File: config.mk
export PLATFORM = sky130hd
export DESIGN_NAME = xadc_drp_reader
export DESIGN_NICKNAME = d
export VERILOG_FILES = /design/src/rtl/xadc_drp_reader.sv
export SDC_FILE = /design/constraint.sdc
export NUM_CORES = 1
export LEC_CHECK = 0
export ABC_AREA = 1
export CAP_MARGIN = 10
export CELL_PAD_IN_SITES_DETAIL_PLACEMENT = 1
export CELL_PAD_IN_SITES_GLOBAL_PLACEMENT = 2
export CORE_AREA = 8 8 119 121
export CTS_CLUSTER_DIAMETER = 50
export DETAILED_ROUTE_END_ITERATION = 8
export DIE_AREA = 0 0 127 129
export PLACE_DENSITY_LB_ADDON = 0.1
export SKIP_LAST_GASP = 1
export SYNTH_ARGS = -nofsm -noshare
export SYNTH_HDL_FRONTEND = slang
export SYNTH_SLANG_ARGS = --single-unit
File: constraint.sdc
create_clock -name clk -period 2.8 [get_ports clk]
set_input_delay 0.56 -clock clk [delete_from_list [all_inputs] [get_ports clk]]
set_output_delay 0.56 -clock clk [all_outputs]
set_load 0.02 [all_outputs]
File: src/rtl/xadc_drp_reader.sv
// xadc_drp_reader: periodic XADC DRP read, 12-bit result extraction and box-car averaging
module xadc_drp_reader #(
  parameter logic [6:0] DADDR    = 7'h00,
  parameter int         CLK_DIV  = 100000,
  parameter int         AVG_LOG2 = 2,
  parameter int         TIMEOUT  = 64
) (
  input  logic        clk,
  input  logic        reset,
  output logic [6:0]  daddr_out,
  output logic        den_out,
  output logic        dwe_out,
  output logic [15:0] di_out,
  input  logic [15:0] do_in,
  input  logic        drdy_in,
  output logic [11:0] raw_sample,
  output logic [11:0] avg_sample,
  output logic        avg_valid,
  output logic        timeout_err
);
  localparam int PW = $clog2(CLK_DIV + 1);
  localparam int WW = $clog2(TIMEOUT + 1);
  localparam int AW = 12 + AVG_LOG2;
  localparam int NW = AVG_LOG2 + 1;
  typedef enum logic [1:0] {WAIT, REQ, BUSY} state_t;
  state_t state, state_nx;
  logic [PW-1:0] pcnt;
  logic [WW-1:0] wcnt;
  logic [AW-1:0] acc, sum;
  logic [NW-1:0] n;
  logic tick, take, expire, last, unused;
  assign tick = pcnt == PW'(CLK_DIV - 1);
  assign take = state == BUSY && drdy_in;
  assign expire = state == BUSY && !drdy_in && wcnt == WW'(TIMEOUT - 1);
  assign last = n == NW'((1 << AVG_LOG2) - 1);
  assign sum = acc + AW'(do_in[15:4]);
  assign daddr_out = DADDR;
  assign dwe_out = 1'b0;
  assign di_out = '0;
  assign unused = ^do_in[3:0];
  always_comb begin
    state_nx = (state == WAIT && tick) ? REQ :
               state == REQ ? BUSY :
               (state == BUSY && !take && !expire) ? BUSY : WAIT;
    den_out = state == REQ;
  end
  always_ff @(posedge clk)
    state <= reset ? WAIT : state_nx;
  always_ff @(posedge clk) begin
    if (reset) begin
      pcnt <= '0;
      wcnt <= '0;
      acc <= '0;
      n <= '0;
      raw_sample <= '0;
      avg_sample <= '0;
      avg_valid <= 1'b0;
      timeout_err <= 1'b0;
    end else begin
      pcnt <= tick ? '0 : pcnt + 1'b1;
      wcnt <= (state != BUSY || take || expire) ? '0 : wcnt + 1'b1;
      avg_valid <= take && last;
      timeout_err <= timeout_err | expire;
      if (take) begin
        raw_sample <= do_in[15:4];
        acc <= last ? '0 : sum;
        n <= last ? '0 : n + 1'b1;
        if (last) avg_sample <= 12'(sum >> AVG_LOG2);
      end
    end
  end
endmodule
After elaboration in Yosys (flattened, before gate mapping):

Cells that the tools add are included.

* bitwise gates (word level): 1
* equal/unequal tests: 6
* mux-type cells: 5
* reductions and logical operators: 17
* add/subtract/negate cells: 4

Operators with widths (number)
* adder 17 x 1 -> 17 bit (second input constant): 1
* equality test 17 bit (second input constant): 1
* adder 14 x 12 -> 14 bit: 1
* 2-to-1 mux 14 bit: 1
* adder 7 x 1 -> 7 bit (second input constant): 1
* equality test 7 x 6 -> 1 bit (second input constant): 1
* logical AND 1 bit: 7
* OR reduction 2 bit: 3
* 2-to-1 mux 2 bit: 2
* adder 3 x 1 -> 3 bit (second input constant): 1
* equality test 3 x 2 -> 1 bit (second input constant): 1
* logical NOT 1 bit: 3
* 2-to-1 mux 3 bit: 1
* equality test 2 x 1 -> 1 bit (second input constant): 1
* equality test 2 bit (second input constant): 1
* logical NOT 2 bit: 1
* logical OR 1 bit: 2
* != test 2 bit (second input constant): 1
* AND reduction 2 bit: 1
* 2-to-1 mux 1 bit: 1
* OR 1 bit: 1

* word-level logic and storage cells: 43
* register bits: 69
* bits of input ports: 19
* output and inout port bits: 51

Depth between registers and ports, before layout:

Gate-level depths: netlist of run 1.

* word-level depth: 8
* gate-level depth with buffers: 13
* gate-level depth less buffers: 13

Worst setup path before layout of run 1:

Ideal clock, no wire load.

* kind: input to register
* start: input do_in[4]
* end: register avg_sample[10]
* arrival: 1.769 ns
* library setup time: 0.109 ns
* slack: 0.922 ns
* stages: 13
* required time: 2.691 ns
* cells stage by stage: ha_1 inv_1 fa_1 inv_1 nand3_1 nand3_1 nand3_1 nand3_1 nand2_1 nand2_1 nand2_1 nand2_1 inv_1

* cells in the longest elaborated chain, start to end: 1

RTL lines
* from (decl): RTL line 14 `input logic [15:0] do_in,`
* adder 14 x 12 -> 14 bit: RTL line 36 `assign sum = acc + AW'(do_in[15:4]);`
* to (signal assigned): RTL line 68 `if (last) avg_sample <= 12'(sum >> AVG_LOG2);`
* to (decl): RTL line 17 `output logic [11:0] avg_sample,`

Every way passes these cells.
A chain may end at the register's enable or synchronous reset.

Worst setup path after layout of run 1:

Ends and elaborated chain as after synthesis.

==> results.cfg, run 1 <==
[clock_network]
cts.repair.resized = 0
cts.sink_count = 69
numCtsBuffers = 9
cts_hold_buf = 0
cts_setup_buffers = 0
cts_root_buffer = clkbuf_16
worstSkewPairLatency_ns = 0.33
clk_pin_slew_ns = 0.06
clockBufferDepth = 2
cts_tree = built
cts_htree_levels = 3

[power]
p_int_uw = 1716
combPwrFrac_pct = 5.5
p_sw_uw = 514.4
power_density_nw_per_um2 = 505.1
switching_share_pct = 23.07
leakagePower_uw = 0.001994
peakVddDrop_v = 0.0001916
seq_power_share_pct = 44.3
pwr-share-clk_pct = 50.2

[die]
initial_utilization_pct = 29.19
top_level_ports = 70
core_um2 = 12310
die_h_um = 129
die_w_um = 127
rows = 41
dieArea_um2 = 16380

[timing]
slew_violations = 0
max_slew_margin_pct = 60.05
grt_setup_unrepaired = false
post-route-period-util_pct = 82.71
setup_viol = 0
period_needed_ns = 2.316
fmax_ghz = 0.4318
hold_viol_final = 0
worstMarginPinSlew_ns = 0.5978
fin_tns_setup_ns = 0
finClkSkew_ns = 0.007095

[routing]
drc_errors = 0
drt_first_pass_iters = 4
vias = 3229
wire_per_inst_um = 13.90
first_iter_violations = 119
drt-vias-per-instance = 4.460
antenna_left = 0
routed_wl_mm = 10.07

[synthesis]
synth.top_cell.area_share_pct = 38.44
ys.warnings.count = 0
ys_seq_area_share_pct = 38.44
yosysTopAreaCell = dfxtp_1
synthCells = 522
synthTopCellsByArea = dfxtp_1 (38%), nand2_1 (13%), nor2_1 (8.7%)
synth_cell_types = 32
ys_seq_elements = 69
avgSynthCellArea_um2 = 6.884
synthesis.area_um2 = 3593

[worst_hold_path]
worstHoldStart = wcnt[0]
hp-class = reg -> reg
hold_end = wcnt[0]
hold_depth = 1

[critical_path]
reg2reg_slack_ns = 0.89
cp.required_ns = 3.03
r2r_cells = 13
timing.rr.start = acc[0]
end_kind = flip-flop
worstPathArrival_ns = 2.55
cp-start-kind = input pin
reg2reg_to = avg_sample[10]
path_class = in -> reg
critPathMaxFanout = 3

[grt]
grt_pass1_wl_mm = 17.04
grt_pass1_vias = 3427
grt_max_degree = 28
antenna_found_initial = 0
grt.total_usage_pct = 13.19
overflow = 0

[placement]
dpl.hpwl_mm = 7.804
portBuffers = 41
place_congestion = 0.7310

[final_layout]
syn_to_final_growth_pct = 22.88
layout.nets = 604
diodes = 0
layout-drive-gt1-share_pct = 5.923
final_util_pct = 35.86

[status]
status = complete, no violations

[job]
max-cap-violations = 0
[synth_stat cells, drive strengths merged]
cell / number
a211oi: 1
a21o: 2
a21oi: 28
a2bb2oi: 1
a31oi: 1
buf: 30
clkbuf: 6
conb: 1
dfxtp: 69
fa: 1
ha: 15
inv: 71
nand2: 125
nand3: 28
nand3b: 1
nand4: 6
nor2: 84
nor3: 4
nor3b: 5
nor4: 3
o211ai: 2
o21ai: 21
or2: 5
xnor2: 3
xor2: 9
[power groups by stage]
stage	registers (uW)	clock network, uW	logic [uW]
after global routing	988	1200	137
after global placement	1010	0	123
after CTS	988	1170	124
after floorplan	1010	0	103
final	988	1120	122
after detailed placement	1010	0	123
[sequential cells by signal, indices dropped and copies added, names as in the netlist]
name / flops
pcnt: 17
acc: 14
avg_sample: 12
raw_sample: 12
wcnt: 7
n: 3
state: 2
avg_valid: 1
timeout_err: 1
[stage by stage]
stage	hold slack (ns)	total power, uW	instances	setup slack [ns]	area (um^2)
2_1_floorplan	0.4175	1111	545	0.9220	3680
3_3_place_gp	0.4288	1132	708	0.1547	4118
3_5_place_dp	0.4343	1132	708	0.1321	4118
4_1_cts	0.4477	2279	724	0.4874	4415
5_1_grt	0.4621	2324	724	0.2578	4415
6_report	0.4466	2230	724	0.4842	4415
[placed cells by master (no fill, tap or decap), types with 2 or more instances in the layout]
| cell type | n |
|---|---|
| nand2_1 | 124 |
| nor2_1 | 83 |
| dfxtp_1 | 69 |
| inv_1 | 68 |
| clkdlybuf4s50_1 | 41 |
| a21oi_1 | 28 |
| nand3_1 | 28 |
| conb_1 | 24 |
| o21ai_0 | 21 |
| ha_1 | 15 |
| xor2_1 | 9 |
| clkbuf_16 | 9 |
| buf_4 | 7 |
| nand4_1 | 6 |
| nor3b_1 | 5 |
| or2_2 | 4 |
| clkbuf_8 | 4 |
| inv_2 | 3 |
| xnor2_1 | 3 |
| nor4_1 | 3 |
| nor3_1 | 3 |
| a21o_1 | 2 |
| o211ai_1 | 2 |
| clkinv_2 | 2 |
[how the worst max path moves through the flow]
| stage | from | endpoint | slack, ns | depth (start not counted) |
|---|---|---|---|---|
| floorplan | do_in[4] | avg_sample[10] | 0.92 | 13 |
| global placement | do_in[4] | avg_sample[10] | 0.15 | 14 |
| detailed placement | do_in[4] | avg_sample[10] | 0.13 | 14 |
| CTS | do_in[4] | avg_sample[10] | 0.49 | 14 |
| global route | do_in[4] | avg_sample[10] | 0.26 | 14 |
| finish | do_in[4] | avg_sample[10] | 0.48 | 14 |
[logic make-up (layout without fill, tap and decap cells)]
kind of cell / after synthesis / count (layout) / synth area share (%)
buffers and inverters: 107 / 136 / 13.89
adders and majority gates: 16 / 16 / 5.780
DFF: 69 / 69 / 38.44
xor gates and xnor gates: 12 / 12 / 2.925
other: 1 / 24 / 0.1044
AOI/OAI and AO/OA: 56 / 56 / 8.287
and+or+nand+nor: 261 / 261 / 30.57
[critical path: stages]
cell	delay, ns
clkdlybuf4s50_1	0.49
ha_1	0.18
inv_1	0.06
fa_1	0.42
inv_1	0.11
nand3_1	0.07
nand3_1	0.14
nand3_1	0.15
nand3_1	0.09
nand2_1	0.06
nand2_1	0.06
nand2_1	0.05
nand2_1	0.05
inv_1	0.04
[routing by layer]
metal / vias to the layer above / global-route usage, % / routed length (um)
met4: 0 / 5.878 / 161
met1: 1498 / 15.63 / 4810
met2: 39 / 22.43 / 4752
met3: 10 / 2.979 / 342
li1: 1682 / - / -
met5: - / 0 / 0
[cell type report]
class / count / area, um^2
multi-input cells: 369 / 1799
clock inverters: 3 / 17.52
fillers: 1553 / 7896
inverters: 71 / 266.5
clock buffers: 13 / 280.3
repair buffers: 49 / 483.0
flip-flops and latches: 69 / 1381
well taps: 150 / 187.7
No activity file was read; power rests on OpenSTA's default activity.
==> run 2: changes to the inputs <==
- CORE_AREA: 8 8 119 121 -> 8 8 123 125
- DIE_AREA: 0 0 127 129 -> 0 0 131 133
- clock period: 2.8 -> 2.2 ns (I/O delays scaled with it)
==> results.cfg, run 2 (synthesized netlist as in run 1, its figures left out) <==
[clock_network]
numCtsBuffers = 9
cts_root_buffer = clkbuf_16
cts_hold_buf = 0
worstSkewPairLatency_ns = 0.34
cts.sink_count = 69
cts_htree_levels = 3
cts_tree = built
cts_setup_buffers = 0
clk_pin_slew_ns = 0.06
clockBufferDepth = 2
cts.repair.resized = 0

[routing]
wire_per_inst_um = 13.74
drc_errors = 0
first_iter_violations = 94
routed_wl_mm = 10.72
drt-vias-per-instance = 4.287
vias = 3344
drt_first_pass_iters = 4
antenna_left = 0

[critical_path]
r2r_cells = 10
end_kind = flip-flop
critPathMaxFanout = 3
reg2reg_slack_ns = 0.33
reg2reg_to = pcnt[16]
path_class = in -> reg
timing.rr.start = pcnt[0]
cp.required_ns = 2.49
cp-start-kind = input pin
worstPathArrival_ns = 2.34

[grt]
antenna_found_initial = 0
grt_max_degree = 27
overflow = 0
grt_pass1_vias = 3623
grt.total_usage_pct = 13.30
grt_pass1_wl_mm = 18.00

[die]
die_w_um = 131
dieArea_um2 = 17420
top_level_ports = 70
initial_utilization_pct = 27.46
die_h_um = 133
rows = 42
core_um2 = 13090

[timing]
fin_tns_setup_ns = 0
post-route-period-util_pct = 93.07
finClkSkew_ns = 0.009336
hold_viol_final = 0
max_slew_margin_pct = 58.88
setup_ws_ns = 0.1525
period_needed_ns = 2.048
slew_violations = 0
setup_viol = 0
worstMarginPinSlew_ns = 0.6153
fmax_ghz = 0.4884

[placement]
place_congestion = 0.7564
portBuffers = 41
dpl.hpwl_mm = 8.479
pre_cts_ws_ns = -0.3362
dpl-instance-area_um2 = 4390
dpl.cell_count = 766

[final_layout]
largest_register = pcnt
diodes = 0
finalInstanceArea_um2 = 4696
layout.nets = 636
layout_commonest_cell = nand2_1
fin_cells = 780
mostFrequentLayoutCells = nand2_1 (124), nor2_1 (83), dfxtp_1 (69)
reg_top3 = pcnt (17), acc (14)
layout-drive-gt1-share_pct = 11.42
largest_register_ffs = 17
syn_to_final_growth_pct = 30.68

[power]
power_density_nw_per_um2 = 615.7
power_uw = 2891
peakVddDrop_v = 0.0002616
leakagePower_uw = 0.002168

[worst_hold_path]
hold_depth = 2
worstHoldStart = wcnt[6]
hp-class = reg -> reg
hold_end = wcnt[6]

[job]
max-cap-violations = 0

[status]
status = complete, no violations
==> run 2: cell count changes in the layout (fill, tap and decap cells not counted), sizes merged <==
cell / delta
clkbuf: -3
bufinv: +1
clkdlybuf4s50: -1
dlymetal6s2s: +1
buf: +32
clkinvlp: -1
inv: +1
==> run 2: how the worst max path moves through the flow <==
stage,from,end,slack (ns)
2_1_floorplan,do_in[4],avg_sample[10],0.44
3_3_place_gp,do_in[4],avg_sample[10],-0.30
3_5_place_dp,do_in[4],avg_sample[10],-0.34
4_1_cts,do_in[4],avg_sample[10],0.03
5_1_grt,do_in[4],avg_sample[4],-0.008
6_report,do_in[4],avg_sample[4],0.15
==> run 2: area by class of cell <==
cell class / count / area (um^2)
clock buffers: 10 / 239.0
clock inverters: 4 / 48.80
fillers: 1638 / 8389
inverters: 71 / 266.5
multi-input cells: 369 / 1814
flip-flops and latches: 69 / 1381
well taps: 176 / 220.2
repair buffers: 81 / 725.7
==> run 2: report_power, final <==
group,leakage (uW),switching [uW],internal (uW)
Sequential,0.000556,2.76,1250
Combinational,0.00147,115,69.1
Clock,0.000145,555,895
Total,0.00217,673,2220
==> run 2: layer usage <==
layer | share of wire (%) | up-vias | GRT usage (%)
met1 | 49 | 1539 | 16.54
met5 | 0 | - | 0
met3 | 4.0 | 20 | 3.817
met4 | 2.6 | 0 | 6.254
met2 | 44 | 51 | 20.52
li1 | - | 1734 | -
==> run 2: per-stage QoR <==
stage / hold WS (ns) / utilization, %
6_report: 0.4421 / 35.89
5_1_grt: 0.4695 / 35.89
4_1_cts: 0.4465 / 35.75
3_5_place_dp: 0.4380 / 33.55
3_3_place_gp: 0.4275 / 33.55
2_1_floorplan: 0.4175 / -
==> run 2: worst max-delay path: stages <==
cell	delay (ns)
clkdlybuf4s50_1	0.50
ha_2	0.19
inv_1	0.05
fa_2	0.37
inv_2	0.07
nand3_1	0.08
nand3_2	0.12
buf_4	0.12
nand2_1	0.04
nand3_1	0.08
nand2_1	0.07
nand2_1	0.06
o211ai_1	0.08
inv_1	0.06
==> run 3: changes to the inputs <==
- CORE_AREA: 8 8 123 125 -> 8 8 112 114
- DIE_AREA: 0 0 131 133 -> 0 0 120 122
- DONT_BUFFER_PORTS: unset -> 1
==> results.cfg, run 3 (synthesized netlist as in run 1, its figures left out) <==
[clock_network]
worstSkewPairLatency_ns = 0.36
clockBufferDepth = 2
cts_hold_buf = 0
cts.sink_count = 69
numCtsBuffers = 9
cts_tree = built
clk_pin_slew_ns = 0.08
cts_root_buffer = clkbuf_8
cts_setup_buffers = 0
cts_htree_levels = 3
cts.repair.resized = 0

[routing]
drt_first_pass_iters = 4
routed_wl_mm = 9.443
drt-vias-per-instance = 4.610
antenna_left = 0
first_iter_violations = 123
wire_per_inst_um = 14.12
vias = 3084
drc_errors = 0

[power]
p_sw_uw = 607.7
switching_share_pct = 24.16
pwr-share-clk_pct = 45.6
leakagePower_uw = 0.001785
power_uw = 2515
peakVddDrop_v = 0.0004136
p_int_uw = 1907
power_density_nw_per_um2 = 647.3
combPwrFrac_pct = 4.5
seq_power_share_pct = 49.9

[die]
initial_utilization_pct = 33.59
die_h_um = 122
dieArea_um2 = 14640
core_um2 = 10700
die_w_um = 120
rows = 38
top_level_ports = 70

[timing]
fmax_ghz = 0.5337
post-route-period-util_pct = 85.16
finClkSkew_ns = 0.005991
fin_tns_setup_ns = 0
grt_setup_unrepaired = false
period_needed_ns = 1.874
whs_ns = 0.1411
worstMarginPinSlew_ns = 0.5918
hold_viol_final = 0
setup_viol = 0
max_slew_margin_pct = 60.45
slew_violations = 0

[critical_path]
cp-start-kind = flip-flop
end_kind = flip-flop
path_class = reg -> reg
critPathMaxFanout = 3
worstPathArrival_ns = 2.14
cp.required_ns = 2.47

[grt]
grt.total_usage_pct = 13.72
grt_max_degree = 28
grt_pass1_wl_mm = 15.70
antenna_found_initial = 0
grt_pass1_vias = 3174
overflow = 0

[final_layout]
largest_register_ffs = 17
fin_cells = 669
mostFrequentLayoutCells = nand2_1 (124), nor2_1 (83), dfxtp_1 (69)
layout-drive-gt1-share_pct = 5.671
final_util_pct = 36.32
largest_register = pcnt
layout_commonest_cell = nand2_1
fillerInstances = 1393
layout.nets = 560
reg_top3 = pcnt (17), acc (14)
diodes = 0
syn_to_final_growth_pct = 8.113

[placement]
dpl.cell_count = 654
dpl.hpwl_mm = 7.293
place_congestion = 0.8197
portBuffers = 0

[status]
status = complete, no violations

[worst_hold_path]
hp-class = in -> reg

[job]
max-cap-violations = 0
## run 3: final timing paths
kind,startpoint,endpoint,slack (ns),depth (start not counted)
hold / removal,reset,timeout_err,0.14,1
hold reg to reg,wcnt[0],wcnt[0],0.45,1
setup reg to reg,acc[0],avg_sample[10],0.33,13
setup / recovery,acc[0],avg_sample[10],0.33,13
## run 3: worst max-delay path: stages (launching register included)
cell,delay (ns)
dfxtp_1,0.34
ha_1,0.17
inv_1,0.06
fa_1,0.42
inv_1,0.11
nand3_1,0.07
nand3_1,0.15
nand3_1,0.12
nand3_1,0.08
nand2_1,0.06
nand2_1,0.07
nand2_1,0.05
nand2_1,0.05
inv_1,0.03
## run 3: cell type report
cell class / count / area [um^2] / area share [%]
tap: 140 / 175.2 / 4.509
inverter: 71 / 266.5 / 6.860
clock buffer: 9 / 123.9 / 3.188
sequential: 69 / 1381 / 35.56
clock inverter: 6 / 88.84 / 2.287
timing repair buffer: 5 / 50.05 / 1.288
multi-input combinational: 369 / 1799 / 46.31
## run 3: routing by layer
metal  part of all wire (%)  routed length [um]  track usage, %
met1                     43                4096           14.75
met2                     50                4733           24.41
met3                    5.2                 493           4.951
met4                    1.3                 119           4.918
met5                      0                   0               0
## run 3: power by group through the flow
stage / combinational (uW) / sequential (uW) / clock (uW)
3_3_place_gp: 112 / 1280 / 0
2_1_floorplan: 131 / 1280 / 0
5_1_grt: 128 / 1260 / 1250
6_report: 113 / 1250 / 1150
4_1_cts: 114 / 1250 / 1200
3_5_place_dp: 114 / 1280 / 0
## run 3: through the flow
step | instance area [um^2] | setup WS (ns)
2_1_floorplan | 3680 | 0.4420
3_3_place_gp | 3672 | 0.2163
3_5_place_dp | 3672 | 0.2017
4_1_cts | 3885 | 0.2951
5_1_grt | 3885 | 0.1534
6_report | 3885 | 0.3264
